<file path="config.mk">
export PLATFORM = sky130hd
export DESIGN_NAME = neuron_bank
export DESIGN_NICKNAME = d
export VERILOG_FILES = /design/src/rtl/neuron_pkg.sv /design/src/rtl/neuron_lane.sv /design/src/rtl/neuron_bank.sv
export SDC_FILE = /design/constraint.sdc
export NUM_CORES = 2
export LEC_CHECK = 0
export BUFFER_PORTS_ARGS = -buffer_cell sky130_fd_sc_hd__buf_2
export CAP_MARGIN = 20
export CORE_AREA = 2 2 362 364
export CTS_CLUSTER_DIAMETER = 30
export DETAILED_ROUTE_END_ITERATION = 8
export DIE_AREA = 0 0 364 366
export PLACE_DENSITY = 0.7
export SLEW_MARGIN = 5
export SYNTH_ARGS = -nofsm -noshare
export SYNTH_HDL_FRONTEND = slang
export SYNTH_SLANG_ARGS = --single-unit
</file>
<file path="constraint.sdc">
create_clock -name clk -period 24 [get_ports clk]
set_input_delay 4.8 -clock clk [delete_from_list [all_inputs] [get_ports clk]]
set_output_delay 4.8 -clock clk [all_outputs]
set_load 0.01 [all_outputs]
</file>
<file path="src/rtl/neuron_pkg.sv">
// Shared types and helpers for the neuron bank datapath.
// NEURON_BANK_ROUND_EN selects round-half-up before the output shift.
package neuron_pkg;

    typedef enum logic {
        ACCUM,
        HOLD
    } state_e;

    localparam int SAT_W = 128;

    function automatic int min_acc_width(input int in_w, input int n_in);
        return 2 * in_w + $clog2(n_in) + 1;
    endfunction

    // Optional ReLU, then signed clamp to an out_w-bit range.
    function automatic logic signed [SAT_W-1:0] sat_relu(
        input logic signed [SAT_W-1:0] s,
        input int unsigned             out_w,
        input logic                    relu
    );
        logic signed [SAT_W-1:0] hi;
        logic signed [SAT_W-1:0] lo;
        hi = signed'((SAT_W'(1) << (out_w - 1)) - SAT_W'(1));
        lo = ~hi;
        if (relu && (s < 0)) begin
            return '0;
        end else if (s > hi) begin
            return hi;
        end else if (s < lo) begin
            return lo;
        end else begin
            return s;
        end
    endfunction

endpackage

</file>
<file path="src/rtl/neuron_lane.sv">
// One MAC lane: accumulator plus final bias/shift/activation stage.
// NEURON_BANK_ROUND_EN adds a half-LSB before the output shift.
module neuron_lane
    import neuron_pkg::*;
#(
    parameter int IN_WIDTH  = 16,
    parameter int OUT_WIDTH = 16,
    parameter int OUT_SHIFT = 15,
    parameter int ACC_WIDTH = 48
) (
    input  logic                        clk,
    input  logic                        rst,
    input  logic                        beat,
    input  logic                        last,
    input  logic signed [IN_WIDTH-1:0]  data_in,
    input  logic signed [IN_WIDTH-1:0]  weight_in,
    input  logic signed [IN_WIDTH-1:0]  bias_in,
    input  logic                        relu_en,
    output logic        [OUT_WIDTH-1:0] data_out
);

`ifdef NEURON_BANK_ROUND_EN
    localparam logic signed [ACC_WIDTH-1:0] RND =
        (ACC_WIDTH'(1) << OUT_SHIFT) >> 1;
`else
    localparam logic signed [ACC_WIDTH-1:0] RND = '0;
`endif

    logic signed [2*IN_WIDTH-1:0] prod;
    logic signed [ACC_WIDTH-1:0]  prod_ext;
    logic signed [ACC_WIDTH-1:0]  bias_al;
    logic signed [ACC_WIDTH-1:0]  sum;
    logic signed [ACC_WIDTH-1:0]  shifted;
    logic        [OUT_WIDTH-1:0]  res;

    logic signed [ACC_WIDTH-1:0]  acc_q, acc_d;
    logic        [OUT_WIDTH-1:0]  out_q, out_d;

    assign prod     = data_in * weight_in;
    assign prod_ext = ACC_WIDTH'(prod);
    // Q1.x bias lines up with the Q2.(2x) product scale.
    assign bias_al  = ACC_WIDTH'(bias_in) <<< (IN_WIDTH - 1);
    assign sum      = acc_q + prod_ext + bias_al + RND;
    assign shifted  = sum >>> OUT_SHIFT;
    assign res      = OUT_WIDTH'(sat_relu(SAT_W'(shifted),
                                          OUT_WIDTH, relu_en));

    always_comb begin
        acc_d = acc_q;
        out_d = out_q;
        if (last) begin
            acc_d = '0;
            out_d = res;
        end else if (beat) begin
            acc_d = acc_q + prod_ext;
        end
    end

    always_ff @(posedge clk) begin
        if (rst) begin
            acc_q <= '0;
            out_q <= '0;
        end else begin
            acc_q <= acc_d;
            out_q <= out_d;
        end
    end

    assign data_out = out_q;

endmodule

</file>
<file path="src/rtl/neuron_bank.sv">
// Parallel neuron bank: shared activation stream, per-lane weights.
// NEURON_BANK_ROUND_EN selects round-half-up output scaling.
module neuron_bank
    import neuron_pkg::*;
#(
    parameter int IN_WIDTH    = 16,
    parameter int OUT_WIDTH   = 16,
    parameter int NUM_NEURONS = 4,
    parameter int NUM_INPUTS  = 784,
    parameter int OUT_SHIFT   = 15,
    parameter int ACC_WIDTH   = 48
) (
    input  logic                             clk,
    input  logic                             rst,
    input  logic                             in_valid,
    output logic                             in_ready,
    input  logic [IN_WIDTH-1:0]              data_in,
    input  logic [NUM_NEURONS*IN_WIDTH-1:0]  weight_in,
    input  logic [NUM_NEURONS*IN_WIDTH-1:0]  bias_in,
    input  logic                             relu_en,
    output logic                             out_valid,
    input  logic                             out_ready,
    output logic [NUM_NEURONS*OUT_WIDTH-1:0] data_out
);

    localparam int CNT_W = (NUM_INPUTS > 1) ? $clog2(NUM_INPUTS) : 1;

    if (ACC_WIDTH < min_acc_width(IN_WIDTH, NUM_INPUTS)) begin : g_acc_chk
        $error("neuron_bank: ACC_WIDTH too small");
    end
    if (ACC_WIDTH >= SAT_W) begin : g_sat_chk
        $error("neuron_bank: ACC_WIDTH exceeds saturation width");
    end

    state_e             state_q, state_d;
    logic [CNT_W-1:0]   count_q, count_d;
    logic               out_valid_q, out_valid_d;
    logic               beat;
    logic               last;

    assign in_ready = (state_q == ACCUM) && !rst;
    assign beat     = in_valid && in_ready;
    assign last     = beat && (count_q == CNT_W'(NUM_INPUTS - 1));

    always_comb begin
        state_d     = state_q;
        count_d     = count_q;
        out_valid_d = out_valid_q;
        unique case (state_q)
            ACCUM: begin
                if (last) begin
                    state_d     = HOLD;
                    count_d     = '0;
                    out_valid_d = 1'b1;
                end else if (beat) begin
                    count_d = count_q + 1'b1;
                end
            end
            HOLD: begin
                if (out_ready) begin
                    state_d     = ACCUM;
                    out_valid_d = 1'b0;
                end
            end
        endcase
    end

    always_ff @(posedge clk) begin
        if (rst) begin
            state_q     <= ACCUM;
            count_q     <= '0;
            out_valid_q <= 1'b0;
        end else begin
            state_q     <= state_d;
            count_q     <= count_d;
            out_valid_q <= out_valid_d;
        end
    end

    assign out_valid = out_valid_q;

    for (genvar k = 0; k < NUM_NEURONS; k++) begin : g_lane
        neuron_lane #(
            .IN_WIDTH  (IN_WIDTH),
            .OUT_WIDTH (OUT_WIDTH),
            .OUT_SHIFT (OUT_SHIFT),
            .ACC_WIDTH (ACC_WIDTH)
        ) u_lane (
            .clk       (clk),
            .rst       (rst),
            .beat      (beat),
            .last      (last),
            .data_in   (data_in),
            .weight_in (weight_in[k*IN_WIDTH +: IN_WIDTH]),
            .bias_in   (bias_in[k*IN_WIDTH +: IN_WIDTH]),
            .relu_en   (relu_en),
            .data_out  (data_out[k*OUT_WIDTH +: OUT_WIDTH])
        );
    end

endmodule

</file>
==> flow_metrics.py <==
metrics = {
    "status": {
        "status": "finished clean",
    },
    "clocking": {
        "h-tree-depth": 3,
        "clk_latency_ns": 0.72,
        "clk_pin_slew_ns": 0.04,
        "cts_root_buf": "clkbuf_16",
        "cts_hold_buf": 0,
        "cts_num_sinks": 268,
        "cts_tree": "yes",
        "cts.path.max_buffers": 3,
        "postCtsSetupBuffers": 0,
        "numCtsBuffers": 96,
        "post_cts_resized": 0,
    },
    "synth": {
        "synth_common_cells": "inv_1, fa_1, nand2_1",
        "synth_area_leaders": "fa_1, ha_1, inv_1",
        "ys_seq_elements": 268,
        "ys.flop_type": "dfxtp_1",
        "yosys_warnings": 0,
        "synthMostInstantiatedCell": "inv_1",
        "synth_top_area_share_pct": 41.1,
        "synth_edf_count": 0,
        "ys_async_sr_fraction_pct": 0,
        "synth.distinct_cells": 107,
        "synth_top_area_cell": "fa_1",
        "seq_area_frac_synth_pct": 7.58,
        "avgSynthCellArea_um2": 8.89,
        "syn_nets": 10200,
        "synthCells": 7958,
        "synth_area_um2": 70800,
    },
    "worst_setup_path": {
        "crit_path_max_fanout": 64,
        "critPathMaxStageDelay_ns": 1.15,
        "cp_slowest_cell": "fa_1",
        "cp.arrival_ns": 15.76,
        "end_kind": "register",
        "critPathKind": "primary input to register",
        "critical_path_required_ns": 24.63,
        "rrSetupSlack_ns": 14.71,
        "worstSetupStartpointType": "primary input",
    },
    "route": {
        "drc": 0,
        "drtPass1Iterations": 8,
        "ant_nets": 0,
        "wl_mm": 183,
        "vias": 54500,
        "first_iter_violations": 3580,
        "avgViaCountPerCell": 5.54,
        "wl_per_cell_um": 18.6,
    },
    "timing": {
        "whs_ns": 0.455,
        "tightest_slew_ns": 1.13,
        "setup_viol": 0,
        "timing.slew.headroom_pct": 24.4,
        "fin_crit_sh_pct": 63.0,
        "period_needed_ns": 15.13,
        "skew_ns": 0.0633,
        "setup_tns_ns": 0,
        "setup_ws_ns": 8.87,
        "rsz0062_at_grt": "false",
        "fmax_mhz": 66.1,
        "report.final.slew_viol_count": 0,
        "final_hold_viol_count": 0,
    },
    "place": {
        "place_hpwl_mm": 143,
        "numPortBuffers": 214,
        "post-place-ws_ns": 8.15,
        "gp_congestion": 0.927,
    },
    "global_routing": {
        "grt_pass1_vias": 58500,
        "grt_pass1_wl_mm": 305,
        "grt_remaining_overflow": 0,
        "grtUsageTotal_pct": 28.5,
        "antenna_found_initial": 17,
        "grt_max_degree": 163,
    },
    "floorplanning": {
        "rows": 132,
        "pin_count": 215,
        "die-width_um": 364,
        "dieArea_um2": 133000,
        "core-area_um2": 129000,
        "initial_utilization_pct": 54.9,
        "die_h_um": 366,
    },
    "layout": {
        "synthToLayoutAreaGrowth_pct": 8.53,
        "drive_above_1_share_pct": 6.23,
        "fill_cells": 11200,
        "multi_input_area_um2": 57900,
        "final_nets": 10300,
        "seqCellArea_um2": 5370,
    },
    "run": {
        "maxCapViolCount": 0,
    },
    "min_path": {
        "min_path_type": "register to register",
    },
}
state kept, by name (all words and copies together), names as in the netlist:
signal                  flops
out_valid                   1
g_lane.u_lane.data_out     64
g_lane.u_lane.acc_q       192
state_q                     1
count_q                    10
layer usage:
metal  vias to the layer above  global-route usage, %  wire length (um)
met3                       360                   4.83             13700
met1                     27400                   38.4             76500
li1                      24900                      -                 -
met5                         -                      0               115
met4                        18                   9.33              5740
met2                      1821                   46.8             86800
path summary, 6_finish.rpt:
| check | startpoint | to | depth (start not counted) |
|---|---|---|---|
| max reg2reg | g_lane[3].u_lane.acc_q[15] | g_lane[3].u_lane.data_out[1] | 30 |
| max | data_in[15] | g_lane[3].u_lane.data_out[1] | 32 |
| min reg2reg | g_lane[2].u_lane.acc_q[37] | g_lane[2].u_lane.acc_q[37] | 2 |
| min | g_lane[2].u_lane.acc_q[37] | g_lane[2].u_lane.acc_q[37] | 2 |
cells by family (layout without fill, tap and decap cells):
kind of cell,Yosys count,in the layout,share of synthesized area (%)
xor+xnor,307,307,3.82
mux,8,8,0.115
simple gates,2096,2096,14.0
flops,268,268,7.58
compound gates,1186,1186,11.3
buf+inv,1988,2117,10.6
other cells,0,5,0
fa+ha+maj,2105,2105,52.6
critical path: cells and delay by family:
| kind | cells | cell delay [ns] |
|---|---|---|
| AO/OA/AOI/OAI | 10 | 3.19 |
| adder cells (fa/ha/maj) | 8 | 4.79 |
| buffers and inverters | 7 | 1.28 |
| AND/OR/NAND/NOR | 7 | 1.62 |
area by class of cell:
| cell class | count | share of cell area [%] |
|---|---|---|
| Inverter | 1686 | 8.24 |
| Tap cell | 1742 | 2.84 |
| Timing Repair Buffer | 252 | 1.81 |
| Sequential cell | 268 | 6.98 |
| Clock buffer | 124 | 3.56 |
| Multi-Input combinational cell | 5702 | 75.4 |
| Antenna cell | 5 | 0.0163 |
| Clock inverter | 55 | 1.12 |
cells in the final DEF, fill, tap and decap left out, types with 13 or more instances in the layout:
cell and instances:
inv_1 1685, fa_1 1448, nand2_1 1012, ha_1 653, and2_1 468, a21oi_1 415, dfxtp_1 268, nor2_1 260
buf_2 214, xnor2_1 194, a21o_1 144, o21ai_0 135, xor2_1 112, clkbuf_16 96, nand3_1 75, o21a_1 65
nor3_1 56, o211ai_1 54, o21bai_1 47, a211oi_1 45, a31oi_1 40, a221o_1 40, nand4_1 38, buf_4 35
nand2b_1 32, nor2b_1 30, and3_1 27, clkbuf_8 23, or3_1 21, clkinv_2 18, bufinv_16 18, o31ai_1 17
o21ai_1 16, o211ai_2 15, a21boi_0 13
per-stage QoR:
step | area, um2 | cells | utilization, %
final | 76800 | 9834 | 59.6
after global placement | 73200 | 9647 | 56.7
after global routing | 76800 | 9830 | 59.5
after CTS | 76800 | 9826 | 59.5
after floorplan | 70800 | 7958 | -
after detailed placement | 73200 | 9647 | 56.7
Power is left out: the tool's default activity adds up to more than one toggle a clock period on the data nets, which glitch-free logic cannot reach.
